===== config.mk =====
export PLATFORM = sky130hd
export DESIGN_NAME = text_cursor_ctrl
export DESIGN_NICKNAME = d
export VERILOG_FILES = /design/src/rtl/text_cursor_ctrl_pkg.sv /design/src/rtl/cursor_blink_gen.sv /design/src/rtl/text_cursor_ctrl.sv
export SDC_FILE = /design/constraint.sdc
export NUM_CORES = 1
export LEC_CHECK = 0
export CORE_MARGIN = 10
export CORE_UTILIZATION = 56
export CTS_CLUSTER_DIAMETER = 120
export DETAILED_ROUTE_END_ITERATION = 16
export GPL_ROUTABILITY_DRIVEN = 1
export GPL_TIMING_DRIVEN = 0
export PLACE_DENSITY = 0.83
export SYNTH_ARGS = -nofsm -noshare
export SYNTH_HDL_FRONTEND = slang
export SYNTH_HIERARCHICAL = 1
export SYNTH_SLANG_ARGS = --single-unit

===== constraint.sdc =====
create_clock -name clk -period 5.4 [get_ports clk]
set_input_delay 1.35 -clock clk [delete_from_list [all_inputs] [get_ports clk]]
set_output_delay 1.35 -clock clk [all_outputs]
set_load 0.02 [all_outputs]

===== src/rtl/text_cursor_ctrl_pkg.sv =====
// Shared constants for the text console writer: ASCII codes, FSM state encodings, printable-range helper.
package text_cursor_ctrl_pkg;

  localparam logic [7:0] ASC_BS      = 8'h08;
  localparam logic [7:0] ASC_LF      = 8'h0A;
  localparam logic [7:0] ASC_CR      = 8'h0D;
  localparam logic [7:0] ASC_SP      = 8'h20;
  localparam logic [7:0] ASC_DEL_LIM = 8'h7E;

  localparam logic [0:0] ST_IDLE  = 1'b0;
  localparam logic [0:0] ST_CLEAR = 1'b1;

  function automatic logic is_print(input logic [7:0] c);
    return (c >= ASC_SP) && (c <= ASC_DEL_LIM);
  endfunction

endpackage


===== src/rtl/cursor_blink_gen.sv =====
// Cursor blink phase generator: toggles o_on every BLINK_DIV cycles; i_restart forces the visible phase.
module cursor_blink_gen #(
  parameter int BLINK_DIV = 25000000
) (
  input  logic i_clk,
  input  logic i_rst,
  input  logic i_restart,
  output logic o_on
);

  localparam int CW = (BLINK_DIV < 2) ? 1 : $clog2(BLINK_DIV + 1);

  logic [CW-1:0] r_cnt;
  logic          r_on;

  // Counter runs 1..BLINK_DIV so a restart gives a full visible period.
  always_ff @(posedge i_clk or posedge i_rst) begin
    if (i_rst) begin
      r_cnt <= CW'(1);
      r_on  <= 1'b1;
    end else if (i_restart) begin
      r_cnt <= CW'(1);
      r_on  <= 1'b1;
    end else if (r_cnt == CW'(BLINK_DIV)) begin
      r_cnt <= CW'(1);
      r_on  <= ~r_on;
    end else begin
      r_cnt <= r_cnt + 1'b1;
    end
  end

  assign o_on = r_on;

endmodule


===== src/rtl/text_cursor_ctrl.sv =====
// Text console writer: consumes ASCII bytes, writes VRAM at the cursor, blanks each newly entered row.
// Optional blinking cursor when CURSOR_BLINK_EN is defined; otherwise cursor_on is held at 1.
module text_cursor_ctrl
  import text_cursor_ctrl_pkg::*;
#(
  parameter int         COLS       = 80,
  parameter int         ROWS       = 60,
  parameter int         X_W        = 7,
  parameter int         Y_W        = 6,
  parameter logic [7:0] BLANK_CHAR = 8'h20,
  parameter int         BLINK_DIV  = 25000000
) (
  input  logic             clk,
  input  logic             rst,
  input  logic             ps2_read_ready,
  input  logic [7:0]       data_in,
  output logic             ps2_read_done,
  output logic             char_vram_wea,
  output logic [X_W+Y_W-1:0] addr,
  output logic [7:0]       ascii_2_charVram,
  output logic [X_W-1:0]   cursor_x,
  output logic [Y_W-1:0]   cursor_y,
  output logic             cursor_on
);

  localparam logic [X_W-1:0] X_LAST = X_W'(COLS - 1);
  localparam logic [Y_W-1:0] Y_LAST = Y_W'(ROWS - 1);

  logic [0:0]         r_state;
  logic [X_W-1:0]     r_x;
  logic [Y_W-1:0]     r_y;
  logic [X_W-1:0]     r_clr_x;
  logic               r_done;
  logic               r_wea;
  logic [X_W+Y_W-1:0] r_addr;
  logic [7:0]         r_data;

  logic               w_accept;
  logic               w_nl;
  logic [Y_W-1:0]     w_y_nl;

  // A byte stays on data_in while done is high, so blocking on r_done avoids double consumption.
  assign w_accept = (r_state == ST_IDLE) && ps2_read_ready && !r_done;
  assign w_nl     = (data_in == ASC_CR) || (data_in == ASC_LF);
  assign w_y_nl   = (r_y == Y_LAST) ? '0 : r_y + 1'b1;

  always_ff @(posedge clk or posedge rst) begin
    if (rst) begin
      r_state <= ST_IDLE;
      r_x     <= '0;
      r_y     <= '0;
      r_clr_x <= '0;
      r_done  <= 1'b0;
      r_wea   <= 1'b0;
      r_addr  <= '0;
      r_data  <= '0;
    end else begin
      r_done <= w_accept;
      r_wea  <= 1'b0;
      case (r_state)
        ST_IDLE: begin
          if (w_accept) begin
            if (is_print(data_in)) begin
              r_wea  <= 1'b1;
              r_addr <= {r_y, r_x};
              r_data <= data_in;
              if (r_x == X_LAST) begin
                r_x     <= '0;
                r_y     <= w_y_nl;
                r_clr_x <= '0;
                r_state <= ST_CLEAR;
              end else begin
                r_x <= r_x + 1'b1;
              end
            end else if (w_nl) begin
              r_x     <= '0;
              r_y     <= w_y_nl;
              r_clr_x <= '0;
              r_state <= ST_CLEAR;
            end else if (data_in == ASC_BS) begin
              if (r_x != '0) begin
                r_x    <= r_x - 1'b1;
                r_wea  <= 1'b1;
                r_addr <= {r_y, r_x - 1'b1};
                r_data <= BLANK_CHAR;
              end else if (r_y != '0) begin
                r_x    <= X_LAST;
                r_y    <= r_y - 1'b1;
                r_wea  <= 1'b1;
                r_addr <= {r_y - 1'b1, X_LAST};
                r_data <= BLANK_CHAR;
              end
            end
          end
        end
        ST_CLEAR: begin
          // r_y already points at the new row; sweep its visible columns only.
          r_wea  <= 1'b1;
          r_addr <= {r_y, r_clr_x};
          r_data <= BLANK_CHAR;
          if (r_clr_x == X_LAST) r_state <= ST_IDLE;
          else                   r_clr_x <= r_clr_x + 1'b1;
        end
        default: r_state <= ST_IDLE;
      endcase
    end
  end

  assign ps2_read_done    = r_done;
  assign char_vram_wea    = r_wea;
  assign addr             = r_addr;
  assign ascii_2_charVram = r_data;
  assign cursor_x         = r_x;
  assign cursor_y         = r_y;

`ifdef CURSOR_BLINK_EN
  logic w_move;

  assign w_move = w_accept &&
                  (is_print(data_in) || w_nl ||
                   ((data_in == ASC_BS) && ((r_x != '0) || (r_y != '0))));

  cursor_blink_gen #(.BLINK_DIV(BLINK_DIV)) u_blink (
    .i_clk     (clk),
    .i_rst     (rst),
    .i_restart (w_move),
    .o_on      (cursor_on)
  );
`else
  assign cursor_on = 1'b1;
`endif

endmodule


==> summary by stage <==
STA
The number of slew-limit violations in the final report is 0. The total count of hold-check failures in the final report was 0. After routing, the total negative slack on setup checks comes to 0 ns. The share of the clock period used by the worst path is 0.661. The highest attainable clock frequency is 280 MHz. Setup repair after global routing left no endpoint under its margin.

Setup slack on the critical path of the routed design comes to 1.83 ns. The final critical-path required period is between 3 and 4 ns. The final setup skew is 0.00497 ns. The worst pin sits at a relative slew slack of 0.412. Setup violations remaining at the end of the flow were counted as 0. At the pin with the least slew margin, the transition time is 0.881 ns.

Clocking
The number of buffers created by CTS is 5. The cell at the root of the clock tree is sky130_fd_sc_hd__clkbuf_8. The sink count of the clock tree is 44. The maximum buffer depth of the clock tree is 2. CTS built an H-tree with a depth of 2. The number of setup buffers added after CTS is 0.

The later pin in the worst-skew pair is clocked with a latency of just under 0.3 ns. The number of gates given a new drive strength after cts is 0. The number of hold buffers added after CTS was 0.

The clock-pin slew on the worst setup and hold paths is approximately 0.08 ns. TritonCTS built the clock tree.

Floorplan
The vertical die dimension is approximately 90 microns. Pin placement for this block handled 48 I/O pins. The initial utilization of the core area, before any placement, comes to 0.571.

In this run the standard cell core region covers 5070 sq um. The floorplan has 26 rows. The die covers between 8000 and 9000 sq um. The x dimension of the die is 91.9 microns.

Pwr
The total power after layout is roughly 0.63 mW. The leakage dissipation is roughly 1.5 nW. VDD sags by at most between 0.1 and 0.15 mV. The power density relative to cell area is 177 nW/um^2.

Global routing
The pin count of the biggest net entering global routing is 45. The number of global-route vias before repair came to roughly 2,500. For this run, the total global-route usage over all layers was measured as 0.174. The met2 track demand over resource is 0.289.

After global routing the overflow that remains totals 0. The most utilized layer in the global route result is met2. The initial antenna violation count was 0. For this run, global-route usage on met1 was measured as 0.220. The met3 layer usage reported by global route is 0.0416.

The first global-routing pass estimated roughly 12,000 microns of wire.

Setup path
The worst setup path is of the in -> reg kind. The sort of element at the end of the critical path is a flip-flop. Of all nets on the critical path, the largest fanout is 10. STA puts the critical path data required time at about 5.6 ns. The critical path startpoint category is an input pin.

The arrival time at the worst endpoint is between 3 and 4 ns. The reg2reg setup slack is 2.87 ns.

Synth
The netlist area before placement is approximately 2900 sq um. Yosys mapped a number of flops with a built-in enable equal to 0. Synthesis produced a netlist whose cell count is approximately 290. The post-synthesis compound-gate area fraction came to 0.217. The number of warnings issued by yosys is 6. After synthesis, the largest family of logic cells by area is compound AO/OA/AOI/OAI gates.

In the synthesized netlist the dominant register cell turns out to be sky130_fd_sc_hd__dfrtp_1. The synthesized design contains 44 register bits. The post-synthesis xor/xnor area fraction is 0.0303. The sequential area share after synthesis is 0.380. After synthesis, the share of flip-flops with an asynchronous set or reset is 1.00.

Yosys instantiated no cell more often than sky130_fd_sc_hd__dfrtp_1. The portion of synthesized area spent on multiplexers is 0.0882. The mean area per synthesized cell is between 9 and 10 sq um.

Synthesis instantiated 66 different standard cells from the library. The proportion of netlist area held by the largest area contributor is 0.380. The cell type with the highest aggregate area in the netlist is sky130_fd_sc_hd__dfrtp_1.

By area the synthesized netlist is led by sky130_fd_sc_hd__dfrtp_1 (38%), sky130_fd_sc_hd__mux2_4 (5.2%), sky130_fd_sc_hd__ha_1 (3.0%). Counting instances in the post-synthesis netlist gives the leading cell types as sky130_fd_sc_hd__dfrtp_1 (44), sky130_fd_sc_hd__nor2_1 (22), sky130_fd_sc_hd__inv_1 (16). Of the total synthesized cell area, the portion taken by full adders, half adders and majority gates is 0.0303.

Of the total synthesized cell area, the portion taken by AND, OR, NAND and NOR gates is 0.192. The number of nets in the synthesized netlist is 309.

Routing
In the final routed layout, each cell accounts on average for about 18 microns. The number of design rule violations left after detail routing is 0. The first routing iteration left between 200 and 250 violations.

The via count of the routed design is between 2,000 and 3,000. The wire length after detailed routing is ~7300 microns. In the routed layout, each cell is associated on average with a via count of between 6 and 7.

The first detailed-routing pass ran for 5 iterations. The number of routed nets with antenna violations is 0.

Layout
Across the whole layout, storage elements account for between 1000 and 1500 sq um. The proportion of layout cells with a drive suffix above 1 is 0.154. The area of the multi-input gates is roughly 1600 sq um. After the last flow step, the layout net total stands at between 300 and 400. 0 antenna diodes ended up in the layout. The filler cells instantiated in the layout total ~400.

Relative to the synthesized area, the layout overhead comes to 22.6%.

Placement
The placed wire-length estimate is 5420 microns. Port buffering added 46 buffers. The congestion estimate from routability-driven global placement came to approximately 0.94. The worst setup slack after placement is around 1.6 ns.

Worst hold path
The type of the most critical hold path is reg -> reg.

Status
The run finished with clean final reports.

Run
Across the run, the number of max-cap violations was 0.
sequential cells by signal, indices dropped and copies added (netlist names):
register and flops:
addr 13, ascii_2_charVram 8, cursor_x 7, r_clr_x 7
cursor_y 6, char_vram_wea 1, ps2_read_done 1, r_state 1
report_power, final:
part           switching (mW)  total [mW]  internal (mW)
combinational          0.0331      0.0525         0.0194
sequential                  0       0.329          0.329
clock                   0.109       0.246          0.137
through the flow:
stage          std cells  cell area, sq um  utilization  hold WS, ns
3_5_place_dp         407              3440        0.679        0.483
4_1_cts              415              3550        0.700        0.503
3_3_place_gp         407              3440        0.679        0.468
6_report             415              3550        0.700        0.493
2_1_floorplan        291              2900            -        0.492
5_1_grt              415              3550        0.700        0.531
worst max-delay path, stage by stage:
cell and delay [ns]:
sky130_fd_sc_hd__clkdlybuf4s50_1 0.47, sky130_fd_sc_hd__and4_2 0.30, sky130_fd_sc_hd__a311oi_4 0.43, sky130_fd_sc_hd__buf_4 0.26
sky130_fd_sc_hd__buf_4 0.20, sky130_fd_sc_hd__a21oi_1 0.06, sky130_fd_sc_hd__a2111oi_0 0.52, sky130_fd_sc_hd__o31ai_1 0.14
final cells by class:
cell class                 count  share of cell area
clock inverter                 2             0.00987
timing repair buffer          46               0.130
tap                           70              0.0247
inverter                      17              0.0180
clock buffer                   6              0.0204
sequential                    44               0.310
buffer                        17              0.0317
multi-input combinational    213               0.456
cell usage in the layout (no fill, tap or decap), types with 3 or more instances in the layout:
master,n
sky130_fd_sc_hd__a21o_1,3
sky130_fd_sc_hd__xnor2_1,9
sky130_fd_sc_hd__nor3_1,14
sky130_fd_sc_hd__clkbuf_8,6
sky130_fd_sc_hd__nor4_1,5
sky130_fd_sc_hd__a211oi_1,5
sky130_fd_sc_hd__ha_1,7
sky130_fd_sc_hd__mux2_2,4
sky130_fd_sc_hd__o41ai_1,5
sky130_fd_sc_hd__nand2b_1,3
sky130_fd_sc_hd__inv_1,15
sky130_fd_sc_hd__a21oi_1,11
sky130_fd_sc_hd__buf_2,4
sky130_fd_sc_hd__nand2_1,11
sky130_fd_sc_hd__dfrtp_1,44
sky130_fd_sc_hd__nand3_1,14
sky130_fd_sc_hd__o22ai_1,4
sky130_fd_sc_hd__buf_6,3
sky130_fd_sc_hd__o31ai_1,8
sky130_fd_sc_hd__and3_1,3
sky130_fd_sc_hd__a2111oi_0,3
sky130_fd_sc_hd__o21ai_0,10
sky130_fd_sc_hd__mux2_4,10
sky130_fd_sc_hd__nor2_1,22
sky130_fd_sc_hd__a22o_1,7
sky130_fd_sc_hd__buf_4,3
sky130_fd_sc_hd__mux2i_1,6
sky130_fd_sc_hd__clkdlybuf4s50_1,46
sky130_fd_sc_hd__o211ai_1,4
sky130_fd_sc_hd__clkbuf_1,7
sky130_fd_sc_hd__nor3b_1,3
worst paths after layout:
check / startpoint / end / depth (start not counted)
min reg2reg: ascii_2_charVram[7] / ascii_2_charVram[7] / 1
max reg2reg: cursor_x[2] / addr[5] / 6
max: data_in[5] / addr[5] / 8
min in group asynchronous: rst / addr[9] / 2
min: ascii_2_charVram[7] / ascii_2_charVram[7] / 1
max in group asynchronous: rst / ps2_read_done / 2
cells by family after synthesis:
group                    Yosys count
XOR/XNOR                          10
multiplexers                      20
AND/OR/NAND/NOR                   95
AO/OA/AOI/OAI                     80
buffers and inverters             34
flip-flops                        44
other                              1
adder cells (fa/ha/maj)            7
layer usage:
layer  routed length, microns  up-vias
li1                         -     1193
met4                       75        0
met3                      551       12
met2                     3650      135
met1                     3010     1252
met5                        0        -
(Power assumes the default switching activity.)
